## config.mk

```make
export PLATFORM = sky130hd
export DESIGN_NAME = debug_mem_arbiter
export DESIGN_NICKNAME = d
export VERILOG_FILES = /design/src/rtl/raisin64_debug_pkg.sv /design/src/rtl/arb_watchdog.sv /design/src/rtl/debug_mem_arbiter.sv
export SDC_FILE = /design/constraint.sdc
export NUM_CORES = 1
export LEC_CHECK = 0
export CORE_AREA = 4 4 226 228
export DETAILED_ROUTE_END_ITERATION = 6
export DIE_AREA = 0 0 230 232
export SETUP_SLACK_MARGIN = 0.3
export SLEW_MARGIN = 25
export SYNTH_ARGS = -nofsm -noshare
export SYNTH_HDL_FRONTEND = slang
export SYNTH_SLANG_ARGS = --single-unit
```

## constraint.sdc

```tcl
create_clock -name cpu_clk -period 2 [get_ports cpu_clk]
set_clock_uncertainty 0.05 [all_clocks]
set_input_delay 0.2 -clock cpu_clk [delete_from_list [all_inputs] [get_ports cpu_clk]]
set_output_delay 0.2 -clock cpu_clk [all_outputs]
set_load 0.1 [all_outputs]
```

## src/rtl/raisin64_debug_pkg.sv

```systemverilog
// raisin64_debug_pkg: arbiter state encodings and constants shared by the debug memory path
package raisin64_debug_pkg;
    typedef enum logic [1:0] {ARB_IDLE, ARB_CPU, ARB_DBG} arb_state_t;
    localparam int TIMEOUT_DEFAULT = 255;
    localparam int MAX_DATA_W = 256;
    localparam logic [MAX_DATA_W-1:0] ABORT_DATA = '1;
endpackage

```

## src/rtl/arb_watchdog.sv

```systemverilog
// arb_watchdog: counts cycles of a granted access and flags expiry after TIMEOUT cycles
module arb_watchdog #(
    parameter int TIMEOUT = 255
) (
    input  logic cpu_clk,
    input  logic sys_rstn,
    input  logic clear,
    input  logic enable,
    output logic expire
);
    localparam int CW = $clog2(TIMEOUT + 1);
    logic [CW-1:0] cnt;
    // fires on the edge that ends the TIMEOUT-th enabled cycle
    always_comb expire = enable && cnt == CW'(TIMEOUT - 1);
    always_ff @(posedge cpu_clk or negedge sys_rstn)
        if (!sys_rstn) cnt <= '0;
        else if (clear) cnt <= '0;
        else if (enable) cnt <= cnt + 1'b1;
endmodule

```

## src/rtl/debug_mem_arbiter.sv

```systemverilog
// debug_mem_arbiter: shares one memory port between the CPU and a latched debug request slot
module debug_mem_arbiter
    import raisin64_debug_pkg::*;
#(
    parameter int ADDR_W  = 64,
    parameter int DATA_W  = 64,
    parameter int TIMEOUT = TIMEOUT_DEFAULT
) (
    input  logic              cpu_clk,
    input  logic              sys_rstn,
    input  logic              cpu_halt,
    input  logic              cpu_ce,
    input  logic              cpu_we,
    input  logic [ADDR_W-1:0] cpu_addr,
    input  logic [DATA_W-1:0] cpu_wdata,
    output logic [DATA_W-1:0] cpu_rdata,
    output logic              cpu_ready,
    input  logic              dbg_ce,
    input  logic              dbg_we,
    input  logic [ADDR_W-1:0] dbg_addr,
    input  logic [DATA_W-1:0] dbg_wdata,
    output logic [DATA_W-1:0] dbg_rdata,
    output logic              dbg_rdata_ready,
    output logic              mem_ce,
    output logic              mem_we,
    output logic [ADDR_W-1:0] mem_addr,
    output logic [DATA_W-1:0] mem_wdata,
    input  logic [DATA_W-1:0] mem_rdata,
    input  logic              mem_ready,
    output logic              dbg_overrun,
    output logic              timeout_err
);
    localparam logic [DATA_W-1:0] ABORT = DATA_W'(ABORT_DATA);
    arb_state_t state;
    logic pending, pend_we, expire, grant_dbg, grant_cpu, done;
    // a debug pulse arriving this edge also blocks the CPU so debug wins the tie
    always_comb begin
        grant_dbg = state == ARB_IDLE && pending;
        grant_cpu = state == ARB_IDLE && !pending && !dbg_ce && cpu_ce && !cpu_halt && !cpu_ready;
        done      = state != ARB_IDLE && (mem_ready || expire);
    end
    arb_watchdog #(.TIMEOUT(TIMEOUT)) u_watchdog (
        .cpu_clk (cpu_clk),
        .sys_rstn(sys_rstn),
        .clear   (grant_dbg || grant_cpu),
        .enable  (state != ARB_IDLE),
        .expire  (expire)
    );
    always_ff @(posedge cpu_clk or negedge sys_rstn) begin
        if (!sys_rstn) begin
            state           <= ARB_IDLE;
            pending         <= 1'b0;
            pend_we         <= 1'b0;
            mem_ce          <= 1'b0;
            mem_we          <= 1'b0;
            mem_addr        <= '0;
            mem_wdata       <= '0;
            cpu_rdata       <= '0;
            cpu_ready       <= 1'b0;
            dbg_rdata       <= '0;
            dbg_rdata_ready <= 1'b0;
            dbg_overrun     <= 1'b0;
            timeout_err     <= 1'b0;
        end else begin
            cpu_ready       <= 1'b0;
            dbg_rdata_ready <= 1'b0;
            if (dbg_ce && pending) dbg_overrun <= 1'b1;
            if (dbg_ce && !pending) begin
                pending <= 1'b1;
                pend_we <= dbg_we;
            end else if (grant_dbg) pending <= 1'b0;
            if (grant_dbg) begin
                state     <= ARB_DBG;
                mem_ce    <= 1'b1;
                mem_we    <= pend_we;
                mem_addr  <= dbg_addr;
                mem_wdata <= dbg_wdata;
            end else if (grant_cpu) begin
                state     <= ARB_CPU;
                mem_ce    <= 1'b1;
                mem_we    <= cpu_we;
                mem_addr  <= cpu_addr;
                mem_wdata <= cpu_wdata;
            end else if (done) begin
                state  <= ARB_IDLE;
                mem_ce <= 1'b0;
                if (!mem_ready) timeout_err <= 1'b1;
                // a normal completion wins over an expiry on the same edge
                if (state == ARB_CPU) begin
                    cpu_ready <= 1'b1;
                    if (!mem_ready || !mem_we) cpu_rdata <= mem_ready ? mem_rdata : ABORT;
                end else if (!mem_we) begin
                    dbg_rdata_ready <= 1'b1;
                    dbg_rdata       <= mem_ready ? mem_rdata : ABORT;
                end
            end
        end
    end
endmodule

```

# Word level (Yosys, flattened, before mapping)
# Cells that the tools add are included.
# op_classes
add_sub_neg	1
n_eq_ne	2
muxes	26
n_bitwise	5
n_reduce_logical	28
# ops
operator	n
$mux 64	5
$mux 1	16
$mux 8	2
$logic_and 1x1->1	10
$reduce_and 5->1	2
$add 8x1->8 const B	1
$eq 8x8->1 const B	1
$reduce_bool 2->1	4
$logic_not 1->1	6
$mux 2	3
$not 1->1	5
$reduce_and 4->1	1
$logic_or 1x1->1	3
$reduce_bool 3->1	1
$eq 2x1->1 const B	1
$logic_not 2->1	1
# totals
reg_bits	274
input_bits	328
out_inout_bits	262
elab_cells	76

# Depth between registers and ports, before layout
# logic_depth
word_depth	8
depth_mapped	7
mapped_depth_nobuf	5

# Cells and area by module
# Synthesis repeated with hierarchy kept, for this count alone.
# hier_totals
hier_cells	1165
area_unflattened_um2	12419.4
# by_module_without_submodules
module	n_inst	cells_per_inst	area_each_um2
debug_mem_arbiter	1	1124	12007.8
arb_watchdog	1	41	411.6

# Worst setup path after synthesis
# No wires, ideal clock.
# synth_path
path_type	flip-flop to flip-flop
start	register mem_we
end	register cpu_rdata[51]
setup_ps	67
arrival_ps	2073
t_required_ps	1883
path_slack_ps	-190
stages_incl_launch_ff	6
n_path_buf	2
period_less_slack_ps	2190
cell_sequence	dfrtp_1 > nand2b_1 > or2_1 > clkbuf_1 > clkbuf_1 > o221a_2
# synth_between
elab_chain_len	3
# synth_lines
element	line_no	text
start, declared	debug_mem_arbiter.sv:25	output logic mem_we,
start signal, assigned	debug_mem_arbiter.sv:75	mem_we <= pend_we;
start signal, assigned	debug_mem_arbiter.sv:81	mem_we <= cpu_we;
$logic_not 1->1	-	
$logic_or 1x1->1	debug_mem_arbiter.sv:91	if (!mem_ready || !mem_we) cpu_rdata <= mem_ready ? mem_rdata : ABORT;
$reduce_and 5->1 (no source line)	-	
end signal, assigned	debug_mem_arbiter.sv:91	
end, declared	debug_mem_arbiter.sv:16	output logic [DATA_W-1:0] cpu_rdata,
# Every way passes these cells.
# A chain may end at the register's enable or synchronous reset.

# Worst setup path after layout
# layout_path
start	register u_watchdog.cnt[4]
end	register cpu_rdata[59]
# layout_between
elab_chain_len	5
# layout_lines
element	line_no	text
start, declared	arb_watchdog.sv:12	logic [CW-1:0] cnt;
start signal, assigned	arb_watchdog.sv:18	else if (enable) cnt <= cnt + 1'b1;
$eq 8x8->1	arb_watchdog.sv:14	always_comb expire = enable && cnt == CW'(TIMEOUT - 1);
$logic_and 1x1->1	arb_watchdog.sv:14	
$logic_or 1x1->1	debug_mem_arbiter.sv:40	done = state != ARB_IDLE && (mem_ready || expire);
$logic_and 1x1->1	debug_mem_arbiter.sv:40	
$reduce_and 5->1 (no source line)	-	
# Every way passes these cells.

==> reports/results.tsv <==
stage	metric	value	unit
drt	first-pass detailed-route iteration total	5	
synthesis	Post-synth EDFFs	0	
flow_run	number of max-cap violations	0	
sta	fmax	557	MHz
global_route	total gr overflow	0	
placed_design	GP Congestion	0.836	
clock_network	TritonCTS clock tree	done	
worst_setup_path	Arr. time, crit path	2.22	ns
sta	endpoints failing setup	0	
clock_network	Clock Path Buffers	3	
worst_setup_path	R2R Path Start	u_watchdog.cnt[4]	
sta	relative slew slack	64.5	%
finish	# nets final	2214	
synthesis	Synthesized Nets	1629	
floorplan	Total Die Area	53400	um2
drt	via count	13400	
synthesis	Post-synth ARST share	100	%
clock_network	CTS Buf Count	35	
global_route	first-pass GRT wire length	86700	um
worst_setup_path	crit path max fanout	8	
worst_setup_path	worst flop-to-flop path endpoint	cpu_rdata[59]	
worst_setup_path	CP Class	reg -> reg	
clock_network	CTS H-tree depth	2	
finish	area of the multi-input gates	6670	um2
sta	final hold vios	0	
floorplan	Die Wd	230	um
run_status	status	completed	
finish	area grow syn2layout	62.0	%
synthesis	area leader, netlist	dfrtp_1	
clock_network	Skew-Pair Late Insertion Delay	0.55	ns
finish	register area	6880	um2
synthesis	top post-synthesis cells by area	dfrtp_1, mux2i_1, a22oi_1	
sta	Setup TNS Final	0	ns
global_route	initial antenna violation count	7	
finish	FILL cells	4608	
synthesis	average size of a mapped cell	10.6	um2
drt	wire per inst	23.3	um
drt	DRC	0	
global_route	Total GRT Usage	20.5	%
synthesis	Top FF cell, synth	dfrtp_1	
sta	post-route minimum period	1.80	ns
placed_design	I/O Buffers	589	
synthesis	Distinct cells, synth	47	
synthesis	post-synth design cell area	13800	um2
floorplan	Core Region	48800	um2
sta	fin crit share	89.8	%
clock_network	CTS root buf	clkbuf_16	
synthesis	Yosys reg bits	274	
worst_hold_path	Worst Hold Class	in -> async	
worst_setup_path	Worst Setup Start Kind	flop	
synthesis	share of the synthesized area in the top cell type	49.7	%
floorplan	FP Rows	81	
synthesis	YS warnings	0	
worst_setup_path	Req. time, crit path	2.43	ns
sta	Slew @ Worst Pin	0.532	ns
drt	DRT iter0 DRCs	844	
global_route	largest net degree at the start of global routing	86	
synthesis	Seq/Total Area, Yosys	49.7	%
drt	vias per inst	5.22	
finish	share of layout cells above drive strength 1	25.3	%
synthesis	Post-Synthesis Cells	1299	
floorplan	initial core utilization	28.2	%
sta	RSZ-0062 raised after global routing	yes	
worst_setup_path	FF-to-FF setup slack	0.20	ns
clock_network	CTS clock-pin slew for the worst setup and hold paths	0.06	ns
drt	post-route ant nets	0	
worst_setup_path	Reg2Reg Depth	6	
global_route	vias in the first global route	13600	
drt	DRT Wirelength	60100	um
placed_design	DP Wirelength	41300	um
sta	Slew Viols, Final	0	
floorplan	Die Ht	232	um
floorplan	Ports	590	
worst_setup_path	Worst setup EP type	flop	
clock_network	Sink Count	274	
## logic make-up (layout without fill, tap and decap cells)
kind of cell | after synthesis | count (layout) | share of synthesized area, %
AO/OA/AOI/OAI | 474 | 474 | 23.5
flip-flops | 274 | 274 | 49.7
AND/OR/NAND/NOR | 224 | 224 | 11.3
buffers and inverters | 195 | 804 | 5.89
multiplexers | 129 | 129 | 9.36
adder cells (fa/ha/maj) | 2 | 2 | 0.181
XOR/XNOR | 1 | 1 | 0.0635
other | 0 | 5 | 0
## Yosys cell counts (2+ instances only)
master and count:
a21o_1 2, a21oi_1 72, a22oi_1 129, a31o_2 2, a31oi_1 2, buf_1 8, buf_2 13, buf_4 5
buf_6 6, clkbuf_1 96, dfrtp_1 274, ha_1 2, inv_1 67, mux2i_1 129, nand2_1 4, nand2b_1 66
nand3_1 3, nor2_1 7, nor2b_1 2, nor3b_1 129, o21ai_0 111, o21ai_1 20, o221a_1 10, o221a_2 54
o22ai_1 64
## cell usage in the layout (no fill, tap or decap), drive strengths merged, types with 2 or more instances in the layout
| master | Yosys | final |
|---|---|---|
| a21oi | 72 | 72 |
| or3 | 2 | 2 |
| nand2b | 66 | 66 |
| mux2i | 129 | 129 |
| bufinv | 0 | 3 |
| nor3b | 130 | 130 |
| or2 | 2 | 2 |
| clkinv | 0 | 5 |
| nand3 | 3 | 3 |
| inv | 67 | 68 |
| buf | 32 | 338 |
| o21ai | 131 | 131 |
| o22ai | 64 | 64 |
| clkbuf | 96 | 63 |
| nor2 | 7 | 7 |
| clkdlybuf4s50 | 0 | 326 |
| a21o | 2 | 2 |
| diode | 0 | 5 |
| nand2 | 4 | 4 |
| a22oi | 129 | 129 |
| dfrtp | 274 | 274 |
| nor2b | 2 | 2 |
| o221a | 64 | 64 |
| ha | 2 | 2 |
| nand4 | 2 | 2 |
| a31oi | 2 | 2 |
| a31o | 2 | 2 |
## metrics by stage
stage                     instance area [um2]  instances  setup slack [ns]  hold slack (ns)  utilization [%]
after floorplan                         14300       1299             0.227           -0.146                -
after global placement                  20500       2488          0.000102            0.134             42.0
after detailed placement                20500       2488           -0.0651            0.131             42.0
after CTS                               21800       2555             0.189            0.136             44.6
after global routing                    22300       2577             0.120            0.160             45.7
final                                   22300       2577             0.203            0.129             45.7
## worst max-delay path by stage
stage	startpoint	to	cells after the start
finish	u_watchdog.cnt[4]	cpu_rdata[59]	6
global route	cpu_ready	mem_addr[29]	5
CTS	u_watchdog.cnt[0]	cpu_rdata[37]	7
detailed placement	dbg_ce	mem_addr[39]	6
global placement	dbg_ce	mem_wdata[5]	6
floorplan	mem_we	cpu_rdata[27]	5
## layer usage
layer / up-vias / track usage (%) / part of all wire [%]
met5: - / 0 / 0.013
met4: 2 / 6.28 / 2.7
met3: 90 / 4.51 / 6.0
met2: 513 / 34.9 / 50
met1: 6782 / 26.1 / 41
li1: 6056 / - / -
## registers in the layout, indices dropped and copies added (netlist names)
| name | count |
|---|---|
| mem_addr | 64 |
| pending | 1 |
| pend_we | 1 |
| mem_ce | 1 |
| mem_we | 1 |
| mem_wdata | 64 |
| state | 2 |
| dbg_rdata_ready | 1 |
| dbg_overrun | 1 |
| cpu_ready | 1 |
| dbg_rdata | 64 |
| u_watchdog.cnt | 8 |
| cpu_rdata | 64 |
| timeout_err | 1 |
## worst max-delay path: stages, from the launching register on
cell	delay [ns]
dfrtp_1	0.44
nand4_2	0.18
o41ai_4	0.33
buf_4	0.20
buf_12	0.16
clkbuf_16	0.18
o221a_1	0.18
## timing repair
action	in CTS	in global routing
cloned	0	11
buffers inserted	5	6
hold buffers	1	0
hold endpoints to repair	153	0
gates resized for setup	11	29
endpoints found under the setup margin	242	237
pin swaps	2	2
## final cells by class
type	instances	share of cell area [%]
Sequential cell	274	30.8
Multi-Input combinational cell	830	29.8
Timing Repair Buffer	676	29.3
Clock buffer	52	4.57
Tap cell	664	3.72
Inverter	67	1.13
Clock inverter	9	0.605
Antenna cell	5	0.0560
Power is left out: the tool's default activity adds up to more than one toggle a clock period on the data nets, which glitch-free logic cannot reach.
